File: src/rtl/fetch_controller.sv
// Dual-issue instruction fetch: reads aligned word pairs from synchronous IMEM and presents them to decode.
// Define FETCH_PERF_CNT_EN to add the stall_cycles / flush_count performance counters.
module fetch_controller #(
  parameter int IMEM_WORDS = 512
) (
  input  logic                          clock,
  input  logic                          reset,
  input  logic                          start,
  input  logic                          branch_taken,
  input  logic [31:0]                   branch_target,
  output logic                          imem_req,
  output logic [$clog2(IMEM_WORDS)-1:0] imem_addr,
  input  logic [31:0]                   imem_rdata0,
  input  logic [31:0]                   imem_rdata1,
  output logic                          out_valid,
  input  logic                          out_ready,
  output logic [31:0]                   first_inst,
  output logic [31:0]                   second_inst,
  output logic [31:0]                   pc_out,
  output logic                          halted
`ifdef FETCH_PERF_CNT_EN
  ,
  output logic [31:0]                   stall_cycles,
  output logic [31:0]                   flush_count
`endif
);

  localparam int AW = $clog2(IMEM_WORDS);
  localparam logic [31:0]   NOP_INST  = 32'h0020_0000;
  localparam logic [31:0]   LNOP_INST = 32'h4020_0000;
  localparam logic [AW-2:0] PAIR_STEP = 1;

  typedef enum logic [2:0] {IDLE, FETCH, WAIT, HOLD, HALT} state_e;

  state_e          state_q;
  logic [31:0]     pc_q;
  logic            last_q;
  logic            imem_req_q;
  logic [AW-1:0]   imem_addr_q;
  logic            out_valid_q;
  logic [31:0]     first_q;
  logic [31:0]     second_q;
  logic [31:0]     pc_out_q;
  logic            halted_q;

  logic [31:0]     tgt_pc_d;
  logic [AW-1:0]   tgt_addr_d;
  logic [AW-2:0]   adv_pair_d;
  logic [31:0]     adv_pc_d;
  logic [AW-1:0]   adv_addr_d;
  logic            stop0;
  logic            stop1;
  logic            odd_slot;
  logic            redirect;

  // pc_q always holds a word-aligned byte address; bit 2 set means the fetch began on an odd word.
  assign tgt_pc_d   = branch_target & ~32'h3;
  assign tgt_addr_d = {tgt_pc_d[AW+1:3], 1'b0};
  assign adv_pair_d = pc_q[AW+1:3] + PAIR_STEP;
  assign adv_pc_d   = {pc_q[31:AW+2], adv_pair_d, 3'b000};
  assign adv_addr_d = {adv_pair_d, 1'b0};

  assign stop0    = (imem_rdata0[31:21] == 11'd0);
  assign stop1    = (imem_rdata1[31:21] == 11'd0);
  assign odd_slot = pc_q[2];
  assign redirect = branch_taken && (state_q inside {FETCH, WAIT, HOLD});

  always_ff @(posedge clock or negedge reset) begin
    if (!reset) begin
      state_q     <= IDLE;
      pc_q        <= '0;
      last_q      <= 1'b0;
      imem_req_q  <= 1'b0;
      imem_addr_q <= '0;
      out_valid_q <= 1'b0;
      first_q     <= '0;
      second_q    <= '0;
      pc_out_q    <= '0;
      halted_q    <= 1'b0;
    end else begin
      case (state_q)
        IDLE: begin
          if (start) begin
            pc_q        <= '0;
            imem_addr_q <= '0;
            imem_req_q  <= 1'b1;
            state_q     <= FETCH;
          end
        end
        FETCH, WAIT, HOLD: begin
          if (branch_taken) begin
            // Redirect beats a same-cycle handshake: the held pair is dropped unconsumed.
            pc_q        <= tgt_pc_d;
            imem_addr_q <= tgt_addr_d;
            imem_req_q  <= 1'b1;
            out_valid_q <= 1'b0;
            last_q      <= 1'b0;
            state_q     <= FETCH;
          end else if (state_q == FETCH) begin
            imem_req_q <= 1'b0;
            state_q    <= WAIT;
          end else if (state_q == WAIT) begin
            if (odd_slot ? stop1 : stop0) begin
              halted_q <= 1'b1;
              state_q  <= HALT;
            end else begin
              first_q     <= odd_slot ? NOP_INST : imem_rdata0;
              second_q    <= (!odd_slot && stop1) ? LNOP_INST : imem_rdata1;
              last_q      <= !odd_slot && stop1;
              pc_out_q    <= pc_q & ~32'h4;
              out_valid_q <= 1'b1;
              state_q     <= HOLD;
            end
          end else if (out_ready) begin
            out_valid_q <= 1'b0;
            if (last_q) begin
              halted_q <= 1'b1;
              state_q  <= HALT;
            end else begin
              pc_q        <= adv_pc_d;
              imem_addr_q <= adv_addr_d;
              imem_req_q  <= 1'b1;
              state_q     <= FETCH;
            end
          end
        end
        HALT: begin
          out_valid_q <= 1'b0;
          imem_req_q  <= 1'b0;
          halted_q    <= 1'b1;
        end
        default: state_q <= IDLE;
      endcase
    end
  end

  assign imem_req    = imem_req_q;
  assign imem_addr   = imem_addr_q;
  assign out_valid   = out_valid_q;
  assign first_inst  = first_q;
  assign second_inst = second_q;
  assign pc_out      = pc_out_q;
  assign halted      = halted_q;

`ifdef FETCH_PERF_CNT_EN
  logic [31:0] stall_q;
  logic [31:0] flush_q;

  always_ff @(posedge clock or negedge reset) begin
    if (!reset) begin
      stall_q <= '0;
      flush_q <= '0;
    end else begin
      if (state_q == HOLD && !out_ready && stall_q != 32'hFFFF_FFFF) stall_q <= stall_q + 32'd1;
      if (redirect && flush_q != 32'hFFFF_FFFF) flush_q <= flush_q + 32'd1;
    end
  end

  assign stall_cycles = stall_q;
  assign flush_count  = flush_q;
`else
  logic unused_redirect;
  assign unused_redirect = redirect;
`endif

endmodule

File: config.mk
export PLATFORM = sky130hd
export DESIGN_NAME = fetch_controller
export DESIGN_NICKNAME = d
export VERILOG_FILES = /design/src/rtl/fetch_controller.sv
export SDC_FILE = /design/constraint.sdc
export NUM_CORES = 1
export LEC_CHECK = 0
export ABC_AREA = 1
export CORE_MARGIN = 2
export CORE_UTILIZATION = 35
export CTS_BUF_LIST = sky130_fd_sc_hd__clkbuf_16
export DETAILED_ROUTE_END_ITERATION = 10
export GPL_ROUTABILITY_DRIVEN = 0
export GPL_TIMING_DRIVEN = 1
export PLACE_DENSITY_LB_ADDON = 0.1
export SLEW_MARGIN = 20
export SYNTH_ARGS = -nofsm -noshare
export SYNTH_HDL_FRONTEND = slang
export SYNTH_SLANG_ARGS = --single-unit
File: constraint.sdc
create_clock -name clock -period 3.9 [get_ports clock]
set_input_delay 1.17 -clock clock [delete_from_list [all_inputs] [get_ports clock]]
set_output_delay 1.17 -clock clock [all_outputs]
set_load 0.005 [all_outputs]
==> Word level (Yosys, flattened, before mapping) <==
Index checks and enable logic that the tools add are counted.
{ "totals": {"regBits": 143, "input_bits": 101, "wordCells": 106, "out_inout_bits": 108} }
{ "op_classes": {"mux": 49, "reduce_logical": 18, "bitwise": 4, "eq_ne": 23, "n_addsub": 1} }
{ "op_table": {"columns": ["op", "count"], "rows": [
  ["32-bit 2-to-1 mux", 4],
  ["32-bit one-hot mux with 2 select lines", 1],
  ["9-bit 2-to-1 mux", 6],
  ["11-bit 2-to-1 mux", 4],
  ["11-bit logical NOT", 2],
  ["1-bit 2-to-1 mux", 22],
  ["3-bit 2-to-1 mux", 7],
  ["3-bit != test (second input constant)", 7],
  ["4-bit != test (second input constant)", 5],
  ["9-bit one-hot mux with 2 select lines", 1],
  ["2-bit != test (second input constant)", 6],
  ["6-bit AND reduction", 2],
  ["5-bit AND reduction", 2],
  ["3-bit one-hot mux with 3 select lines", 1],
  ["8-bit by 1-bit adder with 8-bit output (second input constant)", 1],
  ["4-bit AND reduction", 2],
  ["3-bit by 2-bit equality test with 1-bit output (second input constant)", 2],
  ["3-bit AND reduction", 2],
  ["2-bit nonzero test", 3],
  ["5-bit != test (second input constant)", 1],
  ["1-bit NOT", 4],
  ["1-bit one-hot mux with 2 select lines", 2],
  ["3-bit by 1-bit equality test with 1-bit output (second input constant)", 1],
  ["3-bit equality test (second input constant)", 1],
  ["6 further kinds", 6]
]} }

==> Longest topological paths before layout <==
{ "logic_depth": {"ltp_word": 7, "mapped_depth": 11, "mapped_depth_nobuf": 11} }

==> Worst setup path before layout <==
No wires, ideal clock.
{ "synth_timing": {"path_type": "input to register", "start": "in imem_rdata1[23]", "end": "reg pc_out_q[11], in the netlist pc_out[11]", "setup_ps": 83, "t_arrival_ps": 2177, "slack_ps": 1640, "cell_stages": 10, "required_time_ps": 3817, "n_path_buf": 1, "cell_sequence": "nor2_1 nand2_1 nor2_1 nand3_1 nand3_2 nor2_4 inv_2 clkbuf_1 nand2_1 o21ai_0"} }
{ "synth_between": {"elab_chain_len": 4} }
{ "synth_lines": {"columns": ["item", "line_no", "text"], "rows": [
  ["from (decl)", "14", "input logic [31:0] imem_rdata1,"],
  ["11-bit logical NOT", "64", "assign stop1 = (imem_rdata1[31:21] == 11'd0);"],
  ["1-bit 2-to-1 mux", "103", "if (odd_slot ? stop1 : stop0) begin"],
  ["1-bit NOT (no line)", null, null],
  ["5-bit AND reduction (no line)", null, null],
  ["to (signal assigned)", "110", "pc_out_q <= pc_q & ~32'h4;"],
  ["to (decl)", "43", "logic [31:0] pc_out_q;"]
]} }
No other way between the ends.
A chain may end at the register's enable or synchronous reset.

==> Worst setup path after layout <==
{ "layout_timing": {"start": "in imem_rdata0[21]", "end": "reg second_q[21], in the netlist second_inst[21]"} }
{ "layout_between": {"elab_chain_len": 4} }
{ "layout_lines": {"columns": ["item", "line_no", "text"], "rows": [
  ["from (decl)", "13", "input logic [31:0] imem_rdata0,"],
  ["11-bit logical NOT", "63", "assign stop0 = (imem_rdata0[31:21] == 11'd0);"],
  ["1-bit 2-to-1 mux", "103", null],
  ["1-bit NOT (no line)", null, null],
  ["5-bit AND reduction (no line)", null, null],
  ["to (signal assigned)", "108", "second_q <= (!odd_slot && stop1) ? LNOP_INST : imem_rdata1;"],
  ["to (decl)", "42", "logic [31:0] second_q;"]
]} }
No other way between the ends.

==> qor.yml <==
status: "finished, final reports clean"
crit_chain: "clkdlybuf4s50_1 -> nor2_1 -> and2_0 -> nand2_1 -> nand3_2 -> nor2_4 -> buf_4 -> o21ai_0 -> nand2_1"
finalMaxSlewViolations: 0
grt_first_pass_wirelength_um: 24100
drc: 0
antenna_found_initial: 0
synth_warnings: 0
yosysUniqueCellTypes: 30
max_freq_ghz: 0.385
cts.sinks: 130
hold_depth: 2
synth-edff-count: 0
h-tree-depth: 4
clock_path_buffers: 2
ir_drop_mv: 0.320
viasPerCell: 4.53
track_usage: 0.184
root_buffer: "clkbuf_16"
cts_resized: 0
syn_area_per_cell_um2: 8.65
synthFlopType: "dfrtp_1"
skew_ns: 0.00946
synth_area_leaders: "dfrtp_1, nand2_1, o21ai_0, nand3_1, inv_1"
relSlewSlack: 0.566
drive_above_1_share: 0.0601
synth_area_um2: 5550
drt_iter0_drc: 211
num_vias: 4823
dp_hpwl_um: 10700
synthCells: 642
routed_wl_um: 15200
worst_pin_slew_ns: 0.651
rr_worst_depth: 6
syn_to_final_growth_pct: 48.9
hold_violations: 0
ios: 209
r2r-start: "state_q[2]$_DFFE_PN0P_"
tritoncts: "done"
p_leak_uw: 0.00397
arrival_ns: 2.94
synth-async-reset-ratio: 1.00
core_area_um2: 15700
fin_crit_sh: 0.667
rrSetupSlack_ns: 2.08
ctsHoldBuffers: 0
grt_pass1_vias: 4807
end_kind: "flip-flop"
period_minus_slack_ns: 2.60
insertion_delay_ns: 0.41
rsz0062_at_grt: "false"
diodes: 0
min_to: "halted$_DFFE_PN0P_"
path_delay_family: "buffers and inverters"
hold_path_class: "flip-flop to flip-flop"
ant_nets: 0
nNetsFinal: 939
crit_type: "input pin to flip-flop"
path_clk_slew_ns: 0.06
crit_buf_inv: 2
cts_setup_buffers: 0
crit_fanout: 45
drtPass1Iterations: 4
setup_tns_ns: 0
ys_ff_latch: 130
hold_slack_ns: 0.468
fp-row-count: 46
max_stage_delay_ns: 0.49
post_drt_wl_per_cell_um: 14.3
cp_common_cell: "nand2_1"
r2r-end: "second_inst[21]$_DFFE_PN0P_"
fillCellCount: 1480
hold_path.startpoint: "halted$_DFFE_PN0P_"
port_buffers: 202
start_util: 0.353
slowest_stage: "clkdlybuf4s50_1"
setup_viol: 0
yosys.area.top_type_share: 0.586
worstPathRequired_ns: 4.24
power_density_nw_per_um2: 749
fp.dieArea_um2: 16900
max_cap_violations: 0
synth_area_leader_cell: "dfrtp_1"
crit_path_start_kind: "input pin"
grt-ovfl-total: 0
fp.dieH_um: 130
fp.dieW_um: 130
cts_buffers: 17
grt_max_degree: 69
seq_area_frac_synth: 0.586
## worst max-delay path by stage
stage,startpoint,endpoint,slack [ns],depth (start not counted)
after floorplan,imem_rdata1[23],pc_out[11]$_DFFE_PN0P_,1.64,10
after global placement,imem_rdata0[31],first_inst[21]$_DFFE_PN0P_,0.87,9
after detailed placement,imem_rdata0[21],second_inst[21]$_DFFE_PN0P_,0.87,9
after CTS,imem_rdata0[21],first_inst[6]$_DFFE_PN0P_,1.29,9
after global routing,imem_rdata1[23],pc_out[16]$_DFFE_PN0P_,1.12,11
final,imem_rdata0[21],second_inst[21]$_DFFE_PN0P_,1.30,9
## sequential cells by signal (all words and copies together), names as in the netlist
signal / flops
first_inst: 32
halted: 1
imem_req: 1
last_q: 1
out_valid: 1
pc_out: 29
pc_q: 30
second_inst: 32
state_q: 3
## cells in the final DEF, fill, tap and decap left out, types with 4 or more instances in the layout
cell type / instances
a21oi_1: 4
buf_4: 11
clkbuf_16: 17
clkdlybuf4s50_1: 201
clkinv_2: 7
conb_1: 4
dfrtp_1: 130
inv_1: 53
nand2_1: 236
nand3_1: 62
nor2_1: 23
o21ai_0: 68
## routing by layer
layer  wire length (µm)  vias to the layer above  GRT usage  share of wire
met5                  0                        -          0              0
met2               7070                      151      0.297           0.47
met1               6820                     2251      0.234           0.45
met3               1030                       21     0.0562          0.068
met4                269                        0     0.0677          0.018
li1                   -                     2400          -              -
## per-stage QoR
step           setup slack (ns)  utilization  area [µm²]  power [µW]  std cells
2_1_floorplan              1.64            -        5570        3370        645
5_1_grt                    1.12        0.526        8270        6690       1065
3_5_place_dp              0.867        0.491        7720        4770       1034
6_report                   1.30        0.526        8270        6200       1065
4_1_cts                    1.29        0.526        8270        6290       1065
3_3_place_gp              0.872        0.491        7720        4700       1034
## final cells by class
type                    count  area, µm²  share of cell area
flip-flops and latches    130       3250               0.393
inverters                  53        200              0.0242
multi-input cells         420       1850               0.224
repair buffers            215       2150               0.259
clock buffers              17        425              0.0514
well taps                 216        270              0.0327
clock inverters            14        125              0.0151
## cell usage after synthesis (2+ instances only)
cell and count:
nand2_1 236, dfrtp_1 130, o21ai_0 68, nand3_1 62, inv_1 51, nor2_1 23
buf_2 14, buf_4 13, clkbuf_1 10, buf_6 5, a21oi_1 4, inv_2 2
mux2i_1 2, nand4_1 2, nor3_1 2, o21ai_1 2, or2_2 2, xor2_1 2
## cells by family (layout without fill, tap and decap cells)
| logic type | Yosys count | after routing | share of synthesized area |
|---|---|---|---|
| xor+xnor | 3 | 3 | 0.00473 |
| mux | 2 | 2 | 0.00360 |
| other cells | 1 | 4 | 0.000675 |
| buf+inv | 95 | 299 | 0.0829 |
| compound gates | 76 | 76 | 0.0694 |
| fa+ha+maj | 1 | 1 | 0.00225 |
| simple gates | 334 | 334 | 0.251 |
| flops | 130 | 130 | 0.586 |
## worst register-to-register path, delay by kind of cell (launching register included)
kind,cells,cell delay (ns)
flops,1,0.48
buf+inv,1,0.42
simple gates,4,0.67
compound gates,1,0.17
## where the power goes
part / total (µW) / internal (µW) / leakage, µW / switching [µW]
registers: 2290 / 1960 / 0.00166 / 330
clock network: 1480 / 921 / 0.000278 / 557
logic: 2430 / 1290 / 0.00203 / 1140
total: 6200 / 4170 / 0.00397 / 2030
No activity file was read; power rests on OpenSTA's default activity.
